===== config.mk =====
export PLATFORM = sky130hd
export DESIGN_NAME = param_addr_gen
export DESIGN_NICKNAME = d
export VERILOG_FILES = /design/src/rtl/param_addr_gen.sv
export SDC_FILE = /design/constraint.sdc
export NUM_CORES = 2
export LEC_CHECK = 0
export CAP_MARGIN = 20
export CORE_ASPECT_RATIO = 0.9
export CORE_UTILIZATION = 50
export CTS_BUF_LIST = sky130_fd_sc_hd__clkbuf_8
export CTS_CLUSTER_DIAMETER = 40
export DETAILED_ROUTE_END_ITERATION = 12
export PLACE_DENSITY = 0.68
export SLEW_MARGIN = 40
export SYNTH_ARGS = -nofsm -noshare
export SYNTH_HDL_FRONTEND = slang
export SYNTH_SLANG_ARGS = --single-unit

===== constraint.sdc =====
create_clock -name clk -period 13 [get_ports clk]
set_clock_uncertainty 0.15 [all_clocks]
set_input_delay 1.95 -clock clk [delete_from_list [all_inputs] [get_ports clk]]
set_output_delay 1.95 -clock clk [all_outputs]
set_load 0.01 [all_outputs]

===== src/rtl/param_addr_gen.sv =====
// Parameterised address generator: emits a stream of addresses over a
// valid/ready handshake in one of three patterns (sequential, 2-D sliding
// window, circular buffer).
// Optional feature macro: PARAM_AGU_STALL_CNT_EN enables the back-pressure
// stall counter on stall_cnt; when undefined, stall_cnt is tied to zero.
module param_addr_gen #(
  parameter int unsigned ADDR_W = 32,
  parameter int unsigned LEN_W  = 20,
  parameter int unsigned DIM_W  = 12
) (
  input  logic              clk,
  input  logic              rst,
  input  logic              start,
  input  logic              abort,
  input  logic [1:0]        mode,
  input  logic [ADDR_W-1:0] base_addr,
  input  logic [LEN_W-1:0]  length,
  input  logic [DIM_W-1:0]  win_w,
  input  logic [DIM_W-1:0]  win_h,
  input  logic [DIM_W-1:0]  img_w,
  input  logic [DIM_W-1:0]  stride,
  input  logic [LEN_W-1:0]  buf_len,
  input  logic [LEN_W-1:0]  start_off,
  output logic [ADDR_W-1:0] addr,
  output logic              addr_valid,
  input  logic              addr_ready,
  output logic              addr_last,
  output logic              busy,
  output logic              done,
  output logic [LEN_W-1:0]  stall_cnt
);

  typedef enum logic [1:0] {S_IDLE, S_RUN, S_DONE} state_t;
  typedef enum logic [1:0] {M_SEQ, M_WIN, M_CIRC} amode_t;

  localparam logic [DIM_W:0] D_ONE = (DIM_W+1)'(1);
  localparam logic [LEN_W:0] L_ONE = (LEN_W+1)'(1);

  state_t              state_q;
  amode_t              mode_q;
  logic [ADDR_W-1:0]   base_q;
  logic [DIM_W-1:0]    win_w_q;
  logic [DIM_W-1:0]    win_h_q;
  logic [DIM_W-1:0]    img_w_q;
  logic [DIM_W-1:0]    stride_q;
  logic [LEN_W-1:0]    blen_q;
  logic [ADDR_W-1:0]   stride_row_q;

  logic [LEN_W-1:0]    rem_q;
  logic [DIM_W-1:0]    kc_q;
  logic [DIM_W-1:0]    kr_q;
  logic [DIM_W-1:0]    ocol_q;
  logic [ADDR_W-1:0]   row_q;
  logic [ADDR_W-1:0]   wrow_q;
  logic [LEN_W-1:0]    off_q;

  logic [2*DIM_W-1:0]  prod;
  logic [LEN_W-1:0]    blen_in;
  logic [LEN_W-1:0]    off_start;

  logic [DIM_W-1:0]    kc_n;
  logic [DIM_W-1:0]    kr_n;
  logic [DIM_W-1:0]    ocol_n;
  logic [ADDR_W-1:0]   row_n;
  logic [ADDR_W-1:0]   wrow_n;
  logic [LEN_W-1:0]    off_n;
  logic [ADDR_W-1:0]   addr_n;
  logic [DIM_W:0]      kc_inc;
  logic [DIM_W:0]      kr_inc;
  logic [DIM_W+1:0]    fit_sum;
  logic [LEN_W:0]      off_inc;

  logic                hs;

  function automatic amode_t decode_mode(input logic [1:0] m);
    case (m)
      2'b01:   return M_WIN;
      2'b10:   return M_CIRC;
      default: return M_SEQ;
    endcase
  endfunction

  assign busy = (state_q != S_IDLE);
  assign hs   = addr_valid && addr_ready;

  // Launch-time constants: row stride product and circular start offset are
  // evaluated once when the run is latched, never per address.
  always_comb begin
    prod      = {{DIM_W{1'b0}}, stride} * {{DIM_W{1'b0}}, img_w};
    blen_in   = (buf_len == '0) ? LEN_W'(1) : buf_len;
    off_start = start_off % blen_in;
  end

  // Next address and pattern counters, applied only on a handshake.
  // The window walk keeps row_q (current kernel row) and wrow_q (window top
  // row) as running pointers so every step is an add, not a multiply.
  always_comb begin
    kc_n    = kc_q;
    kr_n    = kr_q;
    ocol_n  = ocol_q;
    row_n   = row_q;
    wrow_n  = wrow_q;
    off_n   = off_q;
    addr_n  = addr + ADDR_W'(1);
    kc_inc  = {1'b0, kc_q} + D_ONE;
    kr_inc  = {1'b0, kr_q} + D_ONE;
    fit_sum = {2'b00, ocol_q} + {2'b00, stride_q} + {2'b00, win_w_q};
    off_inc = {1'b0, off_q} + L_ONE;
    case (mode_q)
      M_WIN: begin
        if (kc_inc >= {1'b0, win_w_q}) begin
          kc_n = '0;
          if (kr_inc >= {1'b0, win_h_q}) begin
            kr_n = '0;
            if (fit_sum <= {2'b00, img_w_q}) begin
              ocol_n = ocol_q + stride_q;
              row_n  = wrow_q;
              addr_n = wrow_q + ADDR_W'(ocol_n);
            end else begin
              ocol_n = '0;
              wrow_n = wrow_q + stride_row_q;
              row_n  = wrow_n;
              addr_n = wrow_n;
            end
          end else begin
            kr_n   = kr_inc[DIM_W-1:0];
            row_n  = row_q + ADDR_W'(img_w_q);
            addr_n = row_n + ADDR_W'(ocol_q);
          end
        end else begin
          kc_n = kc_inc[DIM_W-1:0];
        end
      end
      M_CIRC: begin
        if (off_inc >= {1'b0, blen_q}) begin
          off_n  = '0;
          addr_n = base_q;
        end else begin
          off_n  = off_inc[LEN_W-1:0];
        end
      end
      default: ;
    endcase
  end

  // Control FSM with registered handshake outputs and run state.
  always_ff @(posedge clk or posedge rst) begin
    if (rst) begin
      state_q      <= S_IDLE;
      mode_q       <= M_SEQ;
      base_q       <= '0;
      win_w_q      <= '0;
      win_h_q      <= '0;
      img_w_q      <= '0;
      stride_q     <= '0;
      blen_q       <= '0;
      stride_row_q <= '0;
      rem_q        <= '0;
      kc_q         <= '0;
      kr_q         <= '0;
      ocol_q       <= '0;
      row_q        <= '0;
      wrow_q       <= '0;
      off_q        <= '0;
      addr         <= '0;
      addr_valid   <= 1'b0;
      addr_last    <= 1'b0;
      done         <= 1'b0;
    end else begin
      done <= 1'b0;
      case (state_q)
        S_IDLE: begin
          if (start) begin
            mode_q       <= decode_mode(mode);
            base_q       <= base_addr;
            win_w_q      <= win_w;
            win_h_q      <= win_h;
            img_w_q      <= img_w;
            stride_q     <= stride;
            blen_q       <= blen_in;
            stride_row_q <= ADDR_W'(prod);
            rem_q        <= length;
            kc_q         <= '0;
            kr_q         <= '0;
            ocol_q       <= '0;
            row_q        <= base_addr;
            wrow_q       <= base_addr;
            off_q        <= off_start;
            if (length == '0) begin
              state_q <= S_DONE;
              done    <= 1'b1;
            end else begin
              state_q    <= S_RUN;
              addr_valid <= 1'b1;
              addr_last  <= (length == LEN_W'(1));
              addr       <= (decode_mode(mode) == M_CIRC)
                            ? base_addr + ADDR_W'(off_start) : base_addr;
            end
          end
        end
        S_RUN: begin
          if ((hs && addr_last) || abort) begin
            state_q    <= S_DONE;
            addr_valid <= 1'b0;
            addr_last  <= 1'b0;
            done       <= 1'b1;
          end else if (hs) begin
            rem_q     <= rem_q - LEN_W'(1);
            addr_last <= (rem_q == LEN_W'(2));
            addr      <= addr_n;
            kc_q      <= kc_n;
            kr_q      <= kr_n;
            ocol_q    <= ocol_n;
            row_q     <= row_n;
            wrow_q    <= wrow_n;
            off_q     <= off_n;
          end
        end
        default: begin
          state_q <= S_IDLE;
        end
      endcase
    end
  end

`ifdef PARAM_AGU_STALL_CNT_EN
  logic [LEN_W-1:0] stall_q;

  // Saturating count of cycles an offered address waits for the consumer.
  always_ff @(posedge clk or posedge rst) begin
    if (rst) begin
      stall_q <= '0;
    end else if (state_q == S_IDLE && start) begin
      stall_q <= '0;
    end else if (addr_valid && !addr_ready && stall_q != '1) begin
      stall_q <= stall_q + LEN_W'(1);
    end
  end

  assign stall_cnt = stall_q;
`else
  assign stall_cnt = '0;
`endif

endmodule

==> flow_metrics.tcl <==
set metrics [dict create \
    outcome "complete, but fails checks" \
    violations "setup timing" \
    global_route_wire_length_before_repair_um 240000 \
    place_hpwl_um 116000 \
    fin_area_um2 55500 \
    critPathArrivalTime_ps 37840 \
    edff_count_synth 0 \
    fin_nets 7094 \
    h-tree-depth 3 \
    cts_buffers 66 \
    cpMaxStageDelayCell "or4_4" \
    post_synth_num_cell_types 95 \
    maxSlewViolCount 0 \
    final_cell_mix "buf_4 (1102), nand2_1 (717), nor2_1 (372), ha_1 (359), inv_1 (337)" \
    route.final.wire_length_um 158000 \
    hold_violations 0 \
    min_period_over_period_pct 288 \
    placement.cell_area_um2 49800 \
    vias_per_cell 6.02 \
    worst_skew_pair.late_latency_ps 670 \
    remaining_drc_errors 0 \
    synthesis.area_um2 39700 \
    setup_slack_ps -24390 \
    cp-end-kind "flip-flop" \
    total_power_w 0.0115 \
    layout_commonest_cell "buf_4" \
    grt_pass1_vias 43400 \
    irDropWorstVdd_v 0.000248 \
    core_area_um2 78200 \
    finish.utilization_pct 71.0 \
    timing.setup.critical_path_class "in -> reg" \
    fin_crit_ps 37390 \
    path_common_cell "ha_4" \
    timing.critical_path.from_type "input pin" \
    maxClockFrequency_mhz 26.7 \
    type_of_the_tightest_min_delay_check "reg -> reg" \
    cts_tree "built" \
    worstMarginPinSlew_ps 950 \
    antenna_left 0 \
    relSlewSlack_pct 36.6 \
    seq_area_frac_synth_pct 19.1 \
    critPathRequiredTime_ps 13450 \
    drv_cap 0 \
    overflow 0 \
    postSynth.topFlopCell "dfrtp_1" \
    clock_path_buffers 3 \
    synthDominantAreaCellType "dfrtp_1" \
    setup_tns_ps -1205370 \
    path_delay_family "compound AO/OA/AOI/OAI gates" \
    cellLeakagePower_nw 25.9 \
    cts.sinks 303 \
    yosys-top-cells-area "dfrtp_1 (19%), ha_1 (13%), nand2_1 (7.1%)" \
    finalSetupViolCount 52 \
    critical_path_peak_fanout 7 \
    cp_slowest_stage_delay_ps 540 \
    post_route_cells_drive_above_1_share_pct 28.1 \
    floorplan.die.height_um 269 \
    ys_warn_count 0 \
    dominant_combinational_cell_family_by_area_after_synthesis "compound AO/OA/AOI/OAI gates" \
    pin_count_of_the_biggest_net_entering_global_routing 106 \
    cp.buffers_inverters 28 \
    die_area_um2 80500 \
    synth_compound_area_share_pct 24.5 \
    postSynthAreaPerCell_um2 7.64 \
    ys_seq_elements 303 \
    cts-root-buf "clkbuf_8" \
    io_buffers 182 \
    detail_route.iter0.violations 4410 \
    pwr_density_cell_nw_per_um2 207 \
    floorplan.initialDensity_pct 50.8 \
    grt_antenna_before_repair 2 \
    synth_mux_area_share_pct 1.65 \
    worst_setup_hold_path_clk_slew_ps 70 \
    routed_wire_length_per_instance_um 21.1 \
    pin_count 203 \
    simple_gate_fraction_of_synth_area_pct 20.8 \
    fp-row-count 97 \
    post_synth_inst_count 5197 \
    ctsHoldBuffers 0 \
    first_pass_iters 6 \
    synthAdderAreaFrac_pct 19.5 \
    grt_setup_unrepaired "yes" \
    gr-usage-all-layers_pct 37.5 \
    yosys.area_share.xor_xnor_pct 8.76 \
    fillers 6324 \
    die_w_um 299 \
    synth_top_area_share_pct 19.1 \
    syn2layout_area_growth_pct 39.7 \
    place.gp.congestion 1.01 \
    async_flop_share_pct 100 \
    routed-via-count 45100 \
]
-- layout make-up --
cell class / instances / area (µm²) / share of cell area (%)
multi-input combinational: 4336 / 32900 / 59.4
timing repair buffer: 1358 / 11000 / 19.8
sequential: 303 / 7580 / 13.7
tap: 1039 / 1300 / 2.34
inverter: 336 / 1270 / 2.30
clock buffer: 75 / 1030 / 1.86
clock inverter: 39 / 384 / 0.693
antenna: 1 / 2.50 / 0.00451
-- kinds of logic after synthesis --
family	after synthesis
XOR/XNOR	397
other	1
adder cells (fa/ha/maj)	546
buffers and inverters	577
AND/OR/NAND/NOR	1805
multiplexers	61
flip-flops	303
AO/OA/AOI/OAI	1507
-- metrics by stage --
step	instances	hold slack [ps]	setup WS, ps
after floorplan	5216	287	-23960
after global placement	7131	305	-24730
after detailed placement	7131	313	-25820
after CTS	7439	328	-22780
after global routing	7486	346	-25860
final	7487	325	-24390
-- state kept, by name, indices dropped and copies added (netlist names), 20 cells and up --
name          cells
addr             32
blen_q           20
rem_q            20
wrow_q           32
off_q            20
stride_row_q     24
row_q            32
base_q           32
-- final timing paths --
path                                 startpoint               to  slack (ps)  cells after the start
worst max register to register      stride_q[2]         addr[28]        6290                     25
worst min register to register  stride_row_q[0]  stride_row_q[0]         330                      2
worst max-delay path                 buf_len[7]         addr[20]      -24390                    184
max in group asynchronous                   rst       blen_q[16]        9370                      4
min in group asynchronous                   rst       win_h_q[9]        1610                      2
worst min-delay path            stride_row_q[0]  stride_row_q[0]         330                      2
-- power breakdown --
group | internal (W) | switching, W | leakage (nW)
Clock | 0.000656 | 0.000506 | 0.752
Sequential | 0.00136 | 0.000547 | 3.74
Combinational | 0.00357 | 0.00485 | 21.5
-- synthesized netlist by cell type (105+ instances only) --
master / instances
nand3_1: 138
fa_1: 120
o21ai_0: 375
nor3_1: 105
xnor2_1: 237
inv_1: 335
nor2_1: 395
dfrtp_1: 303
a21oi_1: 377
nand2_1: 747
xor2_1: 160
ha_1: 426
clkbuf_1: 193
-- tightest hold or removal path: stages (launching register included) --
cell and delay, ps:
dfrtp_1 350, nand2_1 50, nand2_1 50
-- metal layers --
layer  global-route usage [%]  part of all wire [%]
met5                        0                0.0082
met4                     14.2                   4.7
met3                     7.94                    10
met2                     56.8                    43
met1                     52.0                    42
-- repair_timing --
item                       in CTS  in global routing
resized for setup             381                183
gates cloned                    3                  0
setup endpoints to repair      52                 52
pin swaps                     227                186
setup buffers                 206                 54
No activity file was read; power rests on OpenSTA's default activity.
